File: config.mk
export PLATFORM = sky130hd
export DESIGN_NAME = audio_capture
export DESIGN_NICKNAME = d
export VERILOG_FILES = /design/src/rtl/audio_pkg.sv /design/src/rtl/sample_mono.sv /design/src/rtl/audio_capture.sv
export SDC_FILE = /design/constraint.sdc
export NUM_CORES = 1
export LEC_CHECK = 0
export ABC_AREA = 0
export BUFFER_PORTS_ARGS = -buffer_cell sky130_fd_sc_hd__clkbuf_2
export CORE_MARGIN = 8
export CORE_UTILIZATION = 50
export CTS_CLUSTER_DIAMETER = 80
export CTS_CLUSTER_SIZE = 40
export DETAILED_ROUTE_END_ITERATION = 16
export PLACE_DENSITY = 0.74
export SLEW_MARGIN = 20
export SYNTH_ARGS = -nofsm -noshare
export SYNTH_HDL_FRONTEND = slang
export SYNTH_HIERARCHICAL = 1
export SYNTH_SLANG_ARGS = --single-unit
File: constraint.sdc
create_clock -name clk -period 6.5 [get_ports clk]
set_clock_uncertainty 0.15 [all_clocks]
set_input_delay 1.625 -clock clk [delete_from_list [all_inputs] [get_ports clk]]
set_output_delay 1.625 -clock clk [all_outputs]
set_load 0.05 [all_outputs]
File: src/rtl/audio_pkg.sv
// audio_pkg: shared types and constants for the codec capture/playback paths.
//   cap_state_t : capture controller states
//   MODE_*      : stereo-to-mono selection codes
//   SAMPLE_W    : codec sample width
package audio_pkg;

  localparam int SAMPLE_W = 24;

  localparam logic [1:0] MODE_MIX   = 2'b00;
  localparam logic [1:0] MODE_LEFT  = 2'b01;
  localparam logic [1:0] MODE_RIGHT = 2'b10;

  typedef enum logic [1:0] {
    IDLE,
    CAPTURE,
    DONE
  } cap_state_t;

endpackage

File: src/rtl/sample_mono.sv
// sample_mono: combinational stereo-to-mono conversion with saturating magnitude.
//   mode  : MODE_MIX (and 2'b11) = floor((L+R)/2), MODE_LEFT = L, MODE_RIGHT = R
//   left  : left sample, two's complement
//   right : right sample, two's complement
//   mono  : converted sample, two's complement
//   mag   : |mono|, with |-2^(DATA_W-1)| saturated to 2^(DATA_W-1)-1
module sample_mono
  import audio_pkg::*;
#(
  parameter int DATA_W = SAMPLE_W
) (
  input  logic [1:0]        mode,
  input  logic [DATA_W-1:0] left,
  input  logic [DATA_W-1:0] right,
  output logic [DATA_W-1:0] mono,
  output logic [DATA_W-2:0] mag
);

  logic [DATA_W-1:0] half_l;
  logic [DATA_W-1:0] half_r;
  logic [DATA_W-1:0] mix;

  always_comb begin
    // floor((L+R)/2) formed as (L>>>1)+(R>>>1)+(L[0]&R[0]); identical to the
    // DATA_W+1-bit add-then-shift, but stays in DATA_W bits without overflow.
    half_l = {left[DATA_W-1], left[DATA_W-1:1]};
    half_r = {right[DATA_W-1], right[DATA_W-1:1]};
    mix    = half_l + half_r + {{(DATA_W-1){1'b0}}, left[0] & right[0]};

    case (mode)
      MODE_LEFT:  mono = left;
      MODE_RIGHT: mono = right;
      default:    mono = mix;
    endcase

    if (!mono[DATA_W-1])
      mag = mono[DATA_W-2:0];
    else if (mono[DATA_W-2:0] == '0)
      mag = '1;
    else
      mag = ~mono[DATA_W-2:0] + {{(DATA_W-2){1'b0}}, 1'b1};
  end

endmodule

File: src/rtl/audio_capture.sv
// audio_capture: drains the codec read FIFO into a sample RAM as mono samples.
//   clk, reset            : system clock, async active-low reset
//   start, abort          : single-cycle control pulses (abort wins)
//   mode                  : stereo-to-mono selection
//   read_ready, readdata_*: show-ahead codec FIFO interface; read pops one pair
//   mem_wr_en/addr/wdata  : sample RAM write port, one cycle after each read
//   busy, done            : registered state decodes
//   sample_count, peak    : samples written and max |sample| of current/last capture
module audio_capture
  import audio_pkg::*;
#(
  parameter int DATA_W = SAMPLE_W,
  parameter int ADDR_W = 13
) (
  input  logic              clk,
  input  logic              reset,
  input  logic              start,
  input  logic              abort,
  input  logic [1:0]        mode,
  input  logic              read_ready,
  input  logic [DATA_W-1:0] readdata_left,
  input  logic [DATA_W-1:0] readdata_right,
  output logic              read,
  output logic              mem_wr_en,
  output logic [ADDR_W-1:0] mem_addr,
  output logic [DATA_W-1:0] mem_wdata,
  output logic              busy,
  output logic              done,
  output logic [ADDR_W:0]   sample_count,
  output logic [DATA_W-2:0] peak
);

  localparam logic [ADDR_W:0] CNT_ONE = {{ADDR_W{1'b0}}, 1'b1};

  cap_state_t        state, state_nx;
  logic [DATA_W-1:0] mono;
  logic [DATA_W-2:0] mag;
  logic              last_slot;
  logic              start_cap;

  sample_mono #(.DATA_W(DATA_W)) u_mono (
    .mode  (mode),
    .left  (readdata_left),
    .right (readdata_right),
    .mono  (mono),
    .mag   (mag)
  );

  always_comb begin
    read      = (state == CAPTURE) && read_ready && !abort && !sample_count[ADDR_W];
    last_slot = (sample_count[ADDR_W-1:0] == '1);
    state_nx  = state;
    case (state)
      IDLE:    if (start && !abort) state_nx = CAPTURE;
      CAPTURE: if (abort) state_nx = IDLE;
               else if (read && last_slot) state_nx = DONE;
      DONE:    if (abort) state_nx = IDLE;
               else if (start) state_nx = CAPTURE;
      default: state_nx = IDLE;
    endcase
    start_cap = (state != CAPTURE) && (state_nx == CAPTURE);
  end

  always_ff @(posedge clk or negedge reset) begin
    if (!reset) begin
      state        <= IDLE;
      busy         <= 1'b0;
      done         <= 1'b0;
      mem_wr_en    <= 1'b0;
      mem_addr     <= '0;
      mem_wdata    <= '0;
      sample_count <= '0;
      peak         <= '0;
    end else begin
      state     <= state_nx;
      busy      <= (state_nx == CAPTURE);
      done      <= (state_nx == DONE);
      mem_wr_en <= read;
      // start_cap and read are mutually exclusive (read needs CAPTURE already)
      if (start_cap) begin
        sample_count <= '0;
        peak         <= '0;
      end else if (read) begin
        mem_addr     <= sample_count[ADDR_W-1:0];
        mem_wdata    <= mono;
        sample_count <= sample_count + CNT_ONE;
        if (mag > peak) peak <= mag;
      end
    end
  end

endmodule

==> run_results.csv <==
group,metric,value,unit
floorplan,die-area,16600,µm²
yosys,mappedNetlistArea,6360,µm²
final_layout,final_cell_mix,"nand2_1, clkbuf_2, buf_4",
clock_tree,numClockSinks,79,
yosys,async_flop_share,100,%
critical_path,cp-start-kind,"input port",
floorplan,die_width,129,µm
timing,fmax,0.154,GHz
yosys,synth_compound_area_share,21.7,%
final_layout,diodes,0,
critical_path,path_depth,25,
clock_tree,path_clk_slew,60,ps
final_layout,num-fill-cells,1025,
critical_path,cp_num_buf_inv,6,
critical_path,crit_family,"simple AND/OR/NAND/NOR gates",
clock_tree,cts_hold_buf,0,
route,wire_per_inst,16.7,µm
timing,max-slew-margin-rel,50.2,%
yosys,synth_cells,799,
hold_path,hp-class,"flip-flop to flip-flop",
pwr,power_density,302,nW/µm²
yosys,synth-simple-area-share,23.8,%
clock_tree,cts_buffer_depth,2,
final_layout,syn_to_final_growth,36.3,%
timing,finalSetupTns,0,ps
yosys,synth-edff-count,0,
placed_design,dp_cells,1155,
pwr,p_leak,0.00424,µW
floorplan,die_h,129,µm
critical_path,r2r_cells,8,
route,ant_nets,0,
yosys,yosysUniqueCellTypes,68,
clock_tree,htree_levels,3,
yosys,synth_area_per_cell,7.96,µm²
pwr,ir_drop,0.000144,V
placed_design,dp_hpwl,14300,µm
yosys,synthAdderAreaFrac,10.3,%
critical_path,worst_setup_path_end_kind,"flip-flop",
route,firstDrtPassIters,5,
global_routing,antenna_found_initial,0,
clock_tree,clock_latency,340,ps
pwr,power,2620,µW
route,drc_errors,0,
critical_path,critPathKind,"input port to flip-flop",
final_layout,multi_input_area,4330,µm²
critical_path,crit_fanout,8,
hold_path,min_path_cells,2,
clock_tree,cts_tree,"built",
yosys,synth_seq_area_share,31.1,%
yosys,syn-num-nets,905,
route,finalWirelength,19800,µm
yosys,yosys_register_bits,79,
global_routing,gr-total-overflow,0,
yosys,yosysWarnings,6,
final_layout,seq_area,1980,µm²
route,viasPerCell,5.65,
final_layout,final_common_cell,"nand2_1",
critical_path,cpPeakStageDelay,480,ps
timing,period_minus_slack,6490,ps
global_routing,grt_usage,22.6,%
timing,slew_violations,0,
floorplan,initial_core_util,50.8,%
timing,setup_viol,0,
floorplan,core_area,12500,µm²
timing,hold_violations,0,
clock_tree,root_buffer,"clkbuf_16",
job,maxCapViolCount,0,
timing,holdWs,324,ps
yosys,synth_top_family_by_area,"simple AND/OR/NAND/NOR gates",
critical_path,crit_arrival,6550,ps
yosys,synthMuxAreaShare,2.68,%
floorplan,placementRows,41,
placed_design,port-buffer-count,132,
final_layout,layout-drive-gt1-share,32.7,%
final_layout,finish.cell_count_without_fillers,1184,
timing,timing.final.crit_share,99.8,%
global_routing,grt_pass1_wl,30800,µm
critical_path,cp.required,6560,ps
timing,rsz0062_at_grt,"yes",
yosys,synth-xor-area-share,3.44,%
final_layout,nNetsFinal,1113,
critical_path,cp_slowest_cell,"or4_4",
clock_tree,numCtsBuffers,9,
yosys,ys.flop_type,"dfrtp_1",
timing,worst_pin_slew,744,ps
global_routing,grt_max_degree,80,
floorplan,io_pins,133,
placed_design,gp_congestion,0.921,
route,drt_iter0_markers,460,
route,vias,6694,
outcome,outcome,"finished clean",
global_routing,grt_pass1_vias,6416,
-- Yosys cell counts, drive strengths merged, types with 5 or more instances --
library cell | count | share of area, %
a21oi | 42 | 3.3
or3 | 5 | 0.49
o31ai | 23 | 2.7
a22oi | 6 | 0.71
and3 | 7 | 0.69
ha | 49 | 9.6
xnor2 | 12 | 1.7
nor4 | 9 | 1.2
xor2 | 13 | 1.8
o211ai | 7 | 0.90
nor3 | 14 | 1.1
nor2 | 42 | 2.5
clkbuf | 27 | 2.2
a221oi | 20 | 2.9
nand3 | 21 | 1.7
dfrtp | 79 | 31
nand2 | 187 | 11
nand4 | 17 | 1.9
o21a | 6 | 0.71
mux2i | 17 | 2.7
buf | 17 | 1.6
a31oi | 13 | 1.5
inv | 52 | 3.1
o21ai | 47 | 3.8
-- power breakdown --
| group | switching [µW] | total, µW | internal [µW] | leakage, µW |
|---|---|---|---|---|
| Clock | 203 | 581 | 378 | 0.000165 |
| Sequential | 65.8 | 646 | 580 | 0.00106 |
| Combinational | 891 | 1390 | 504 | 0.00302 |
-- metrics by stage --
step	area, µm²	worst slack (ps)	utilization, %
6_report	8670	13.9	69.3
5_1_grt	8670	-187	69.3
4_1_cts	8160	31.2	65.2
3_5_place_dp	7800	-370	62.3
3_3_place_gp	7800	-198	62.3
2_1_floorplan	6390	52.1	-
-- final cells by class --
class                   instances  area share [%]
multi-input cells             624            49.9
clock inverters                 6            1.36
clock buffers                  10            2.64
flip-flops and latches         79            22.8
repair buffers                241            18.6
inverters                      52            2.25
well taps                     172            2.48
-- what timing repair did --
action | 4_1_cts | 5_1_grt
setup buffers | 0 | 10
hold endpoints to repair | 0 | 0
setup endpoints to repair | 13 | 23
gates cloned | 0 | 3
pin swaps | 0 | 30
gates resized for setup | 2 | 57
-- state kept, by name, indices dropped and copies added, names as in the netlist --
register      cells
busy              1
done              1
mem_addr         13
mem_wdata        24
mem_wr_en         1
peak             23
sample_count     14
state             2
-- worst reg2reg max path: cells and delay by family (launching register included) --
family                 cells  cell delay (ps)
AO/OA/AOI/OAI              2              310
flip-flops                 1              370
AND/OR/NAND/NOR            3              820
buffers and inverters      3              940
-- kinds of logic after synthesis --
| family | after synthesis |
|---|---|
| XOR/XNOR | 25 |
| flip-flops | 79 |
| AND/OR/NAND/NOR | 330 |
| adder cells (fa/ha/maj) | 51 |
| buffers and inverters | 96 |
| multiplexers | 17 |
| AO/OA/AOI/OAI | 201 |
-- metal layers --
layer / routed length [µm] / up-vias / GRT usage (%)
li1: - / 3282 / -
met1: 8750 / 3185 / 30.1
met2: 9690 / 208 / 37.2
met3: 1090 / 19 / 3.85
met4: 231 / 0 / 5.60
met5: 0 / - / 0
-- final timing paths --
path / startpoint / endpoint / slack (ps)
worst max-delay path: readdata_right[0] / peak[18] / 10
worst min-delay path: mem_wdata[2] / mem_wdata[2] / 320
worst max register to register: state[1] / sample_count[7] / 3830
worst min register to register: mem_wdata[2] / mem_wdata[2] / 320
max in group asynchronous: reset / sample_count[8] / 4540
min in group asynchronous: reset / mem_wdata[11] / 1160
No activity file was read; power rests on OpenSTA's default activity.
